`src/rtl/timer_regs_pkg.sv`:
```
// Shared register map, CTRL/STATUS bit positions and bus FSM encoding for the timer register block.
package timer_regs_pkg;

   localparam logic [2:0] ADDR_CTRL   = 3'd0;
   localparam logic [2:0] ADDR_TERM   = 3'd1;
   localparam logic [2:0] ADDR_STATUS = 3'd2;
   localparam logic [2:0] ADDR_COUNT  = 3'd3;

   localparam int CTRL_MODE   = 0;
   localparam int CTRL_IRQ_EN = 1;
   localparam int CTRL_START  = 8;
   localparam int CTRL_HALT   = 9;

   localparam int STAT_STATUS  = 0;
   localparam int STAT_PENDING = 1;
   localparam int STAT_OVERRUN = 2;

   typedef enum logic [1:0] {
      ST_IDLE = 2'd0,
      ST_ACK  = 2'd1,
      ST_WAIT = 2'd2
   } bus_state_t;

endpackage

```
`src/rtl/timer_irq_latch.sv`:
```
// Timer interrupt latch: pending/overrun flags with set-over-clear priority and the gated irq level.
module timer_irq_latch (
   input  logic clk,
   input  logic i_reset,
   input  logic i_rf_int,
   input  logic i_clr_pending,
   input  logic i_clr_overrun,
   input  logic i_irq_en,
   output logic o_pending,
   output logic o_overrun,
   output logic o_irq
);

   logic r_pending;
   logic r_overrun;

   always_ff @(posedge clk) begin
      if (i_reset) begin
         r_pending <= 1'b0;
         r_overrun <= 1'b0;
      end else begin
         if (i_rf_int)
            r_pending <= 1'b1;
         else if (i_clr_pending)
            r_pending <= 1'b0;

         // An event landing on an already-pending flag is lost unless software is acking it now.
         if (i_rf_int && r_pending && !i_clr_pending)
            r_overrun <= 1'b1;
         else if (i_clr_overrun)
            r_overrun <= 1'b0;
      end
   end

   assign o_pending = r_pending;
   assign o_overrun = r_overrun;
   assign o_irq     = r_pending & i_irq_en;

endmodule

```
`src/rtl/timer_regs.sv`:
```
// Timer register file: req/ack bus FSM, CTRL/TERM/STATUS/COUNT decode, trigger pulses.
// state | meaning
// IDLE  | waiting for bus_req; access sampled on the edge that leaves IDLE
// ACK   | bus_ack=1 and bus_rdata valid for this single cycle
// WAIT  | access done, waiting for bus_req to drop
module timer_regs
   import timer_regs_pkg::*;
#(
   parameter logic [31:0] RESET_TERM = 32'h0000_0000
) (
   input  logic        clk,
   input  logic        reset,
   input  logic        bus_req,
   input  logic        bus_we,
   input  logic [2:0]  bus_addr,
   input  logic [31:0] bus_wdata,
   output logic [31:0] bus_rdata,
   output logic        bus_ack,
   output logic        ro_trig_start,
   output logic        ro_trig_halt,
   output logic        ro_mode,
   output logic [31:0] ro_termcount,
   input  logic        rf_status,
   input  logic [31:0] rf_currcount,
   input  logic        rf_int,
   output logic        irq
);

   bus_state_t  r_state;
   logic        r_ack;
   logic [31:0] r_rdata;
   logic [31:0] r_term;
   logic        r_mode;
   logic        r_irq_en;
   logic        r_trig_start;
   logic        r_trig_halt;

   logic        w_sample;
   logic        w_wr_status;
   logic        w_pending;
   logic        w_overrun;
   logic [31:0] w_rd_mux;

   assign w_sample    = (r_state == ST_IDLE) && bus_req;
   assign w_wr_status = w_sample && bus_we && (bus_addr == ADDR_STATUS);

   always_comb begin
      w_rd_mux = 32'h0;
      case (bus_addr)
         ADDR_CTRL: begin
            w_rd_mux[CTRL_MODE]   = r_mode;
            w_rd_mux[CTRL_IRQ_EN] = r_irq_en;
         end
         ADDR_TERM:  w_rd_mux = r_term;
         ADDR_STATUS: begin
            w_rd_mux[STAT_STATUS]  = rf_status;
            w_rd_mux[STAT_PENDING] = w_pending;
            w_rd_mux[STAT_OVERRUN] = w_overrun;
         end
         ADDR_COUNT: w_rd_mux = rf_currcount;
         default:    w_rd_mux = 32'h0;
      endcase
   end

   always_ff @(posedge clk) begin
      if (reset) begin
         r_state      <= ST_IDLE;
         r_ack        <= 1'b0;
         r_rdata      <= 32'h0;
         r_term       <= RESET_TERM;
         r_mode       <= 1'b0;
         r_irq_en     <= 1'b0;
         r_trig_start <= 1'b0;
         r_trig_halt  <= 1'b0;
      end else begin
         r_ack        <= 1'b0;
         r_rdata      <= 32'h0;
         r_trig_start <= 1'b0;
         r_trig_halt  <= 1'b0;
         case (r_state)
            ST_IDLE: begin
               if (bus_req) begin
                  r_state <= ST_ACK;
                  r_ack   <= 1'b1;
                  if (!bus_we) begin
                     r_rdata <= w_rd_mux;
                  end else if (bus_addr == ADDR_CTRL) begin
                     r_mode       <= bus_wdata[CTRL_MODE];
                     r_irq_en     <= bus_wdata[CTRL_IRQ_EN];
                     // Halt wins when both trigger bits are written together.
                     r_trig_start <= bus_wdata[CTRL_START] & ~bus_wdata[CTRL_HALT];
                     r_trig_halt  <= bus_wdata[CTRL_HALT];
                  end else if (bus_addr == ADDR_TERM) begin
                     r_term <= bus_wdata;
                  end
               end
            end
            ST_ACK:  r_state <= bus_req ? ST_WAIT : ST_IDLE;
            ST_WAIT: if (!bus_req) r_state <= ST_IDLE;
            default: r_state <= ST_IDLE;
         endcase
      end
   end

   timer_irq_latch u_irq_latch (
      .clk           (clk),
      .i_reset       (reset),
      .i_rf_int      (rf_int),
      .i_clr_pending (w_wr_status && bus_wdata[STAT_PENDING]),
      .i_clr_overrun (w_wr_status && bus_wdata[STAT_OVERRUN]),
      .i_irq_en      (r_irq_en),
      .o_pending     (w_pending),
      .o_overrun     (w_overrun),
      .o_irq         (irq)
   );

   assign bus_ack       = r_ack;
   assign bus_rdata     = r_rdata;
   assign ro_trig_start = r_trig_start;
   assign ro_trig_halt  = r_trig_halt;
   assign ro_mode       = r_mode;
   assign ro_termcount  = r_term;

endmodule

```
`config.mk`:
```
export PLATFORM = sky130hd
export DESIGN_NAME = timer_regs
export DESIGN_NICKNAME = d
export VERILOG_FILES = /design/src/rtl/timer_regs_pkg.sv /design/src/rtl/timer_irq_latch.sv /design/src/rtl/timer_regs.sv
export SDC_FILE = /design/constraint.sdc
export NUM_CORES = 1
export LEC_CHECK = 0
export CAP_MARGIN = 20
export CORE_ASPECT_RATIO = 1.1
export CORE_UTILIZATION = 44
export CTS_BUF_LIST = sky130_fd_sc_hd__clkbuf_16
export CTS_CLUSTER_DIAMETER = 150
export CTS_CLUSTER_SIZE = 40
export DETAILED_ROUTE_END_ITERATION = 16
export HOLD_SLACK_MARGIN = 0.08
export PLACE_DENSITY = 0.86
export SLEW_MARGIN = 40
export SYNTH_ARGS = -nofsm -noshare
export SYNTH_HDL_FRONTEND = slang
export SYNTH_HIERARCHICAL = 1
export SYNTH_SLANG_ARGS = --single-unit
```
`constraint.sdc`:
```
create_clock -name clk -period 3.7 [get_ports clk]
set_input_delay 0.925 -clock clk [delete_from_list [all_inputs] [get_ports clk]]
set_output_delay 0.925 -clock clk [all_outputs]
set_load 0.02 [all_outputs]
```
==> impl_results.md, run 1 <==
- Number of setup violations in the final report: 0
- ANT cells: 0
- TritonCTS Buffers: 9
- Total GRT Usage: 22.3%
- FILL cells: 474
- Ys Warns: 6
- GP Congestion: 0.708
- EDFF count, synth: 0
- Min-delay worst type: reg -> reg
- CTS max path bufs: 2
- Syn Area/Cell: 10.4 µm²
- Core area: 6310 µm²
- Hold buffers post-CTS: 0
- Layout cell share with drive strength beyond 1: 7.13%
- Quantity of gates resized following cts: 0
- Final Hold Viols: 0
- Vias: 2554
- Kind of end point of the critical path: register
- Final Hold Slack: 0.491 ns
- Wirelength per Cell: 15.0 µm
- Placed cell count: 486
- Setup Skew: 0.00541 ns
- Sequential area share after synthesis: 49.7%
- Most frequent cells in the layout: clkdlybuf4s50_1 (140), dfxtp_1 (73), nand2b_1 (67), mux2i_1 (34)
- Fin cells: 501
- Routed WL: 7.51 mm
- HP Start: ro_termcount[0]
- # rows: 30
- WHS Endpoint: ro_termcount[0]
- Pwr Total: 1.81 mW
- CP Data Arrival Time: 2.72 ns
- Max Freq: 406 MHz
- Largest net degree at the start of global routing: 39
- First-pass GRT wire length: 11.9 mm
- RSZ-0062 raised after global routing: no
- CP Class: in -> reg
- Crit share post-route: 66.6%
- Starting Density: 46.6%
- Via density: 5.10
- Initial antenna violation count: 0
- Commonest non-fill, non-tap cell in the layout: clkdlybuf4s50_1
- Cell Area, Synth: 2940 µm²
- CTS root buffer: clkbuf_16
- Lkg Pwr: 1.62 nW
- PD cells: 387 nW/µm²
- Worst R2R Path Depth: 4
- Maxcap violations: 0
- Primary FF master, synth: dfxtp_1
- Setup ws final: 1.23 ns
- Worst slack, placed: 0.893 ns
- Drt initial violations: 82
- Antenna Nets Post-Route: 0
- FF-to-FF End: ro_termcount[3]
- Gr ovfl total: 0
- Worst Tran Pin Value: 0.586 ns
- Startpoint types: primary input
- Internal reg-to-reg setup slack: 2.04 ns
- Worst-path clk slew: 0.06 ns
- Worst EP required: 3.95 ns
- Min Tclk post-route: 2.47 ns
- Worst Path Max Fanout: 21
- TritonCTS Sinks: 73
- Slew Limit Fails: 0
- Post-CTS Setup Inserts: 0
- Die Y: 87.7 µm
- DRC Markers: 0
- Area delta synth->final: 58.9%
- Die Span X: 79.9 µm
- Worst-Skew Late Latency: 0.32 ns
- Mapped Cells: 283
- TNS Setup: 0 ns
- Seq cells post-synth: 73
- DIE AREA: 7010 µm²
- DRT Pass-1 Iters: 6
- CTS tree: yes
- Nets: 490
- Ports: 142
- H-Tree Depth: 3
- I/O Buffers: 141
- IR drop worst, VDD: 0.242 mV
- Outcome: completed
- Synth cell types: 29
- Crit Reg-Reg Startpoint: r_state[1]
- Vias in the first global route: 2431
- Mapped Nets: 356
- Detailed Place HPWL: 5.30 mm
- Hold Path Stages: 2
- Ys async rst share: 0%
- Relative slew slack: 61.0%
## report_power, final
part / internal, mW / switching (mW) / total (mW)
Sequential: 0.796 / 0.00660 / 0.803
Combinational: 0.113 / 0.0663 / 0.179
Clock: 0.514 / 0.314 / 0.828
## layer usage
metal / global-route usage (%) / vias up / wire, µm
met5: 0 / - / 0
met4: 9.25 / 0 / 109
met3: 4.38 / 11 / 497
met2: 38.2 / 111 / 3710
met1: 27.4 / 1197 / 3190
li1: - / 1235 / -
## registers in the layout, summed over array words and instances, names as in the netlist
| name | cells |
|---|---|
| bus_rdata | 32 |
| ro_termcount | 32 |
| r_state | 2 |
| bus_ack | 1 |
| r_irq_en | 1 |
| ro_mode | 1 |
| ro_trig_halt | 1 |
| ro_trig_start | 1 |
| u_irq_latch/o_overrun | 1 |
| u_irq_latch/o_pending | 1 |
## synthesized netlist by cell type, types with 3 or more instances
cell / instances / share of area [%]
buf_6: 3 / 1.1
dfxtp_1: 73 / 50
a22oi_1: 29 / 7.4
nor3b_1: 3 / 0.77
nand2b_1: 67 / 14
buf_2: 9 / 1.5
mux2i_1: 34 / 12
nor2_1: 29 / 3.7
clkbuf_1: 10 / 1.3
## worst max path at each step
| stage | start | to | cells after the start |
|---|---|---|---|
| final | bus_addr[0] | ro_termcount[3] | 5 |
| after global routing | bus_addr[0] | ro_termcount[10] | 5 |
| after CTS | bus_addr[0] | ro_termcount[3] | 5 |
| after detailed placement | bus_addr[0] | ro_termcount[7] | 5 |
| after global placement | bus_addr[0] | bus_rdata[17] | 4 |
| after floorplan | bus_addr[1] | ro_trig_start | 4 |
## layout make-up
class,instances,area (µm²),share of cell area (%)
Sequential cell,73,1460,31.3
Timing Repair Buffer,146,1460,31.2
Multi-Input combinational cell,186,1360,29.2
Clock buffer,9,225,4.82
Tap cell,80,100,2.14
Clock inverter,6,61.3,1.31
Inverter,1,3.75,0.0804
## cell families (layout without fill, tap and decap cells)
group	count (synthesis)	in the layout	synth area share, %
and+or+nand+nor	116	116	24.3
DFF	73	73	49.7
muxes	37	37	13.5
buffers and inverters	24	162	4.21
AOI/OAI and AO/OA	32	32	8.00
xor gates and xnor gates	1	1	0.298
## through the flow
stage / instance area [µm²] / util (%)
2_1_floorplan: 2940 / -
3_3_place_gp: 4380 / 69.5
3_5_place_dp: 4380 / 69.5
4_1_cts: 4670 / 74.1
5_1_grt: 4670 / 74.1
6_report: 4670 / 74.1
## worst max-delay path, cell delays in order
cell and delay (ns):
clkdlybuf4s50_1 0.65, nor3b_4 0.24, and2b_2 0.42, buf_12 0.25, mux2i_1 0.21
No activity file was read; power rests on OpenSTA's default activity.
==> inputs of run 2 (changes only) <==
Settings changed: CORE_UTILIZATION 44 to 40, PLACE_DENSITY 0.86 to 0.79.
Clock period 3.7 ns to 2.4 ns, I/O delays scaled along.
==> impl_results.md, run 2 (synthesized netlist as in run 1, its figures left out) <==
- WHS Endpoint: ro_termcount[14] (was ro_termcount[0])
- ANT cells: 0 (unchanged)
- TNS Setup: 0 ns (unchanged)
- Lkg Pwr: 1.66 nW (was 1.62 nW)
- Worst-path clk slew: 0.06 ns (about the same)
- Antenna Nets Post-Route: 0 (unchanged)
- Hold Path Stages: 2 (unchanged)
- Relative slew slack: 69.0% (was 61.0%)
- Crit share post-route: 84.5%
- Crit Reg-Reg Startpoint: r_state[1] (unchanged)
- CTS max path bufs: 2 (unchanged)
- Routed WL: 7.52 mm (was 7.51 mm)
- Starting Density: 41.7% (was 46.6%)
- Worst Path Max Fanout: 3 (was 21)
- CTS root buffer: clkbuf_16 (unchanged)
- Startpoint types: register (was primary input)
- RSZ-0062 raised after global routing: no (unchanged)
- Wirelength per Cell: 14.7 µm (was 15.0 µm)
- FF-to-FF End: ro_trig_start (was ro_termcount[3])
- Drt initial violations: 98 (was 82)
- CP Class: reg -> out (was in -> reg)
- GP Congestion: 0.751 (was 0.708)
- First-pass GRT wire length: 12.0 mm (was 11.9 mm)
- Kind of end point of the critical path: output port (was register)
- Die Y: 91.9 µm (was 87.7 µm)
- CTS tree: yes (unchanged)
- Multi-input gate area: 1360 µm² (about the same)
- Internal reg-to-reg setup slack: 0.89 ns (was 2.04 ns)
- Nets: 495 (was 490)
- DRC Markers: 0 (unchanged)
- CP Data Arrival Time: 1.43 ns (was 2.72 ns)
- Min Tclk post-route: 2.03 ns
- Most frequent cells in the layout: clkdlybuf4s50_1 (140), dfxtp_1 (73), nand2b_1 (67), mux2i_1 (34) (unchanged)
- FILL cells: 555 (was 474)
- Worst Tran Pin Value: 0.465 ns (was 0.586 ns)
- Final Hold Viols: 0 (unchanged)
- Detailed Place HPWL: 5.33 mm (was 5.30 mm)
- Worst-Skew Late Latency: 0.32 ns (about the same)
- Commonest non-fill, non-tap cell in the layout: clkdlybuf4s50_1 (unchanged)
- PD cells: 618 nW/µm² (was 387 nW/µm²)
- Fin cells: 512 (was 501)
- Outcome: completed (unchanged)
- Min-delay worst type: reg -> reg (unchanged)
- Initial antenna violation count: 0 (unchanged)
- Register area: 1460 µm² (unchanged)
- Slew Limit Fails: 0 (unchanged)
- TritonCTS Sinks: 73 (unchanged)
- Largest net degree at the start of global routing: 63 (was 39)
- Number of setup violations in the final report: 0 (unchanged)
- Hold buffers post-CTS: 0 (unchanged)
- Post-CTS Setup Inserts: 0 (unchanged)
- Area delta synth->final: 61.9% (was 58.9%)
- Placed cell count: 496 (was 486)
- H-Tree Depth: 3 (unchanged)
- I/O Buffers: 141 (unchanged)
- Via density: 4.96 (was 5.10)
- Worst setup startpoint: r_irq_en (was bus_addr[0])
- # rows: 32 (was 30)
- DRT Pass-1 Iters: 4 (was 6)
- Maxcap violations: 0 (unchanged)
- Worst R2R Path Depth: 3 (was 4)
- Ports: 142 (unchanged)
- Gr ovfl total: 0 (unchanged)
- DIE AREA: 7690 µm² (was 7010 µm²)
- HP Start: ro_termcount[14] (was ro_termcount[0])
- Die Span X: 83.7 µm (was 79.9 µm)
- Core area: 7050 µm² (was 6310 µm²)
- Layout cell share with drive strength beyond 1: 8.20% (was 7.13%)
- Total GRT Usage: 19.7% (was 22.3%)
- Quantity of gates resized following cts: 0 (unchanged)
- Setup Skew: 0.00670 ns (was 0.00541 ns)
- IR drop worst, VDD: 0.411 mV (was 0.242 mV)
- Worst EP required: 1.80 ns (was 3.95 ns)
- Vias: 2540 (was 2554)
- Max Freq: 493 MHz
- TritonCTS Buffers: 9 (unchanged)
- Vias in the first global route: 2545 (was 2431)
[run 2: through the flow]
stage	cell area, µm²	util [%]	power (mW)	worst slack [ns]	hold slack, ns
finish	4760	67.5	2.94	0.372	0.490
global route	4760	67.5	3.05	0.326	0.515
CTS	4760	67.5	2.97	0.355	0.492
detailed placement	4440	63.0	1.54	0.208	0.483
global placement	4440	63.0	1.54	0.259	0.474
floorplan	2940	-	1.37	0.723	0.458
[run 2: worst max-delay path by stage]
stage                             to  slack (ns)  depth (start not counted)
floorplan              ro_trig_start        0.72                          4
global placement       ro_trig_start        0.26                          4
detailed placement  ro_termcount[16]        0.21                          5
CTS                              irq        0.36                          2
global route                     irq        0.33                          2
finish                           irq        0.37                          2
[run 2: critical path, stage by stage, from the launching register on]
cell	delay (ns)
dfxtp_1	0.37
and2_2	0.15
clkdlybuf4s50_1	0.59
[run 2: layout make-up]
type	count	share of cell area, %
Clock inverter	7	1.97
Timing Repair Buffer	151	31.7
Tap cell	85	2.24
Clock buffer	9	4.73
Sequential cell	73	30.7
Multi-Input combinational cell	186	28.6
Inverter	1	0.0789
[run 2: routing by layer]
metal	vias up	global-route usage, %	wire, µm
li1	1238	-	-
met1	1202	23.4	3280
met2	96	34.1	3680
met3	4	5.04	512
met4	0	7.20	57
met5	-	0	0
[run 2: report_power, final]
group / switching (mW) / internal (mW)
sequential: 0.00996 / 1.23
combinational: 0.104 / 0.178
clock: 0.512 / 0.910
==> inputs of run 3 (changes only) <==
Clock period 2.4 ns to 2 ns, I/O delays scaled along.
==> impl_results.md, run 3 (synthesized netlist as in run 1, its figures left out) <==
- Outcome: completed (unchanged)
- Worst path buffer plus inverter count: 1 (unchanged)
- Hold buffers post-CTS: 0 (unchanged)
- Hold Path Stages: 2 (unchanged)
- Relative slew slack: 76.9% (was 69.0%)
- Cells along the critical path: and2_2 > clkdlybuf4s50_1 (unchanged)
- Worst-Skew Late Latency: 0.32 ns (about the same)
- Fin area: 4790 µm² (was 4760 µm²)
- PD cells: 731 nW/µm² (was 618 nW/µm²)
- Layout cell share with drive strength beyond 1: 8.58% (was 8.20%)
- Antenna Nets Post-Route: 0 (unchanged)
- Vias: 2542 (was 2540)
- DRC Markers: 0 (unchanged)
- Vias in the first global route: 2452 (was 2545)
- Area delta synth->final: 63.0% (was 61.9%)
- Startpoint types: register (unchanged)
- Ports: 142 (unchanged)
- Final Hold Slack: 0.490 ns (about the same)
- DRT Pass-1 Iters: 4 (unchanged)
- Worst Path Max Fanout: 3 (unchanged)
- Routed WL: 7.35 mm (was 7.52 mm)
- Gr ovfl total: 0 (unchanged)
- Setup ws final: 0.0771 ns (was 0.372 ns)
- Slowest-stage cell, CP: clkdlybuf4s50_1 (unchanged)
- FILL cells: 541 (was 555)
- CP Data Arrival Time: 1.42 ns (was 1.43 ns)
- Largest net degree at the start of global routing: 74 (was 63)
- HP Start: ro_termcount[29] (was ro_termcount[14])
- DIE AREA: 7690 µm² (unchanged)
- ANT cells: 0 (unchanged)
- Worst slack, placed: -0.0644 ns (was 0.208 ns)
- TritonCTS Buffers: 9 (unchanged)
- Final Hold Viols: 0 (unchanged)
- Crit path largest cell delay: 0.59 ns (about the same)
- Min Tclk post-route: 1.92 ns
- TritonCTS Sinks: 73 (unchanged)
- CP Class: reg -> out (unchanged)
- Wirelength per Cell: 14.2 µm (was 14.7 µm)
- Post-CTS Setup Inserts: 0 (unchanged)
- Worst path top cell family by delay: buffers and inverters (unchanged)
- Most frequent cells in the layout: clkdlybuf4s50_1 (140), dfxtp_1 (73), nand2b_1 (67), mux2i_1 (34) (unchanged)
- Total GRT Usage: 19.7% (about the same)
- I/O Buffers: 141 (unchanged)
- CTS root buffer: clkbuf_16 (unchanged)
- Slew Limit Fails: 0 (unchanged)
- Via density: 4.93 (was 4.96)
- Worst R2R Path Depth: 3 (unchanged)
- Quantity of gates resized following cts: 0 (unchanged)
- FF-to-FF End: ro_trig_start (unchanged)
- Starting Density: 41.7% (unchanged)
- IR drop worst, VDD: 0.738 mV (was 0.411 mV)
- Die Y: 91.9 µm (unchanged)
- WHS Endpoint: ro_termcount[29] (was ro_termcount[14])
- Maxcap violations: 0 (unchanged)
- Nets: 499 (was 495)
- Die Span X: 83.7 µm (unchanged)
- GP Congestion: 0.760 (was 0.751)
- Worst Tran Pin Value: 0.347 ns (was 0.465 ns)
- Core area: 7050 µm² (unchanged)
- # rows: 32 (unchanged)
- CTS max path bufs: 2 (unchanged)
- CTS tree: yes (unchanged)
- Commonest non-fill, non-tap cell in the layout: clkdlybuf4s50_1 (unchanged)
- Lkg Pwr: 1.69 nW (was 1.66 nW)
- Initial antenna violation count: 0 (unchanged)
- Max Freq: 520 MHz
- Crit Reg-Reg Startpoint: r_state[1] (unchanged)
- First-pass GRT wire length: 12.0 mm (about the same)
- Worst EP required: 1.50 ns (was 1.80 ns)
- Worst-path clk slew: 0.06 ns (about the same)
- Setup Skew: 0.00537 ns (was 0.00670 ns)
- Internal reg-to-reg setup slack: 0.56 ns (was 0.89 ns)
- Drt initial violations: 108 (was 98)
- H-Tree Depth: 3 (unchanged)
- Crit share post-route: 96.1%
- Kind of end point of the critical path: output port (unchanged)
- Number of setup violations in the final report: 0 (unchanged)
- Detailed Place HPWL: 5.17 mm (was 5.33 mm)
- RSZ-0062 raised after global routing: no (unchanged)
- Min-delay worst type: reg -> reg (unchanged)
- Area after DPL: 4480 µm² (was 4440 µm²)
-- run 3: power by group --
part | internal (mW) | leakage [nW] | switching [mW]
logic | 0.221 | 0.945 | 0.127
clock network | 1.08 | 0.156 | 0.590
registers | 1.47 | 0.590 | 0.0115
total | 2.77 | 1.69 | 0.728
-- run 3: worst max path at each step --
stage                      from             to  slack (ns)  cells after the start
finish                 r_irq_en            irq        0.08                      2
global route           r_irq_en            irq        0.04                      2
CTS                    r_irq_en            irq        0.07                      2
detailed placement  bus_addr[1]  ro_trig_start       -0.06                      3
global placement    bus_addr[1]  ro_trig_start       -0.02                      3
floorplan           bus_addr[1]  ro_trig_start        0.42                      4
-- run 3: metrics by stage --
stage / utilization [%] / cells / setup TNS, ns / power, mW
2_1_floorplan: - / 283 / 0 / 1.65
3_3_place_gp: 63.6 / 500 / -0.0240 / 1.86
3_5_place_dp: 63.6 / 500 / -0.160 / 1.86
4_1_cts: 68.0 / 516 / 0 / 3.53
5_1_grt: 68.0 / 516 / 0 / 3.64
6_report: 68.0 / 516 / 0 / 3.50
-- run 3: worst min-delay path, cell delays in order, from the launching register on --
cell	delay, ns
dfxtp_1	0.32
nand2b_1	0.07
mux2i_1	0.05
-- run 3: layout make-up --
class                           count  area (µm²)  area share [%]
Clock buffer                        9         225            4.70
Clock inverter                      7        85.1            1.78
Inverter                            1        3.75          0.0783
Multi-Input combinational cell    186        1360            28.4
Sequential cell                    73        1460            30.5
Tap cell                           85         106            2.22
Timing Repair Buffer              155        1550            32.3
-- run 3: layer usage --
metal  track usage [%]  vias up  share of wire (%)
met3              5.85       11                6.5
met4              7.63        0                1.5
li1                  -     1247                  -
met1              24.2     1184                 44
met2              32.5      100                 47
met5                 0        -                  0
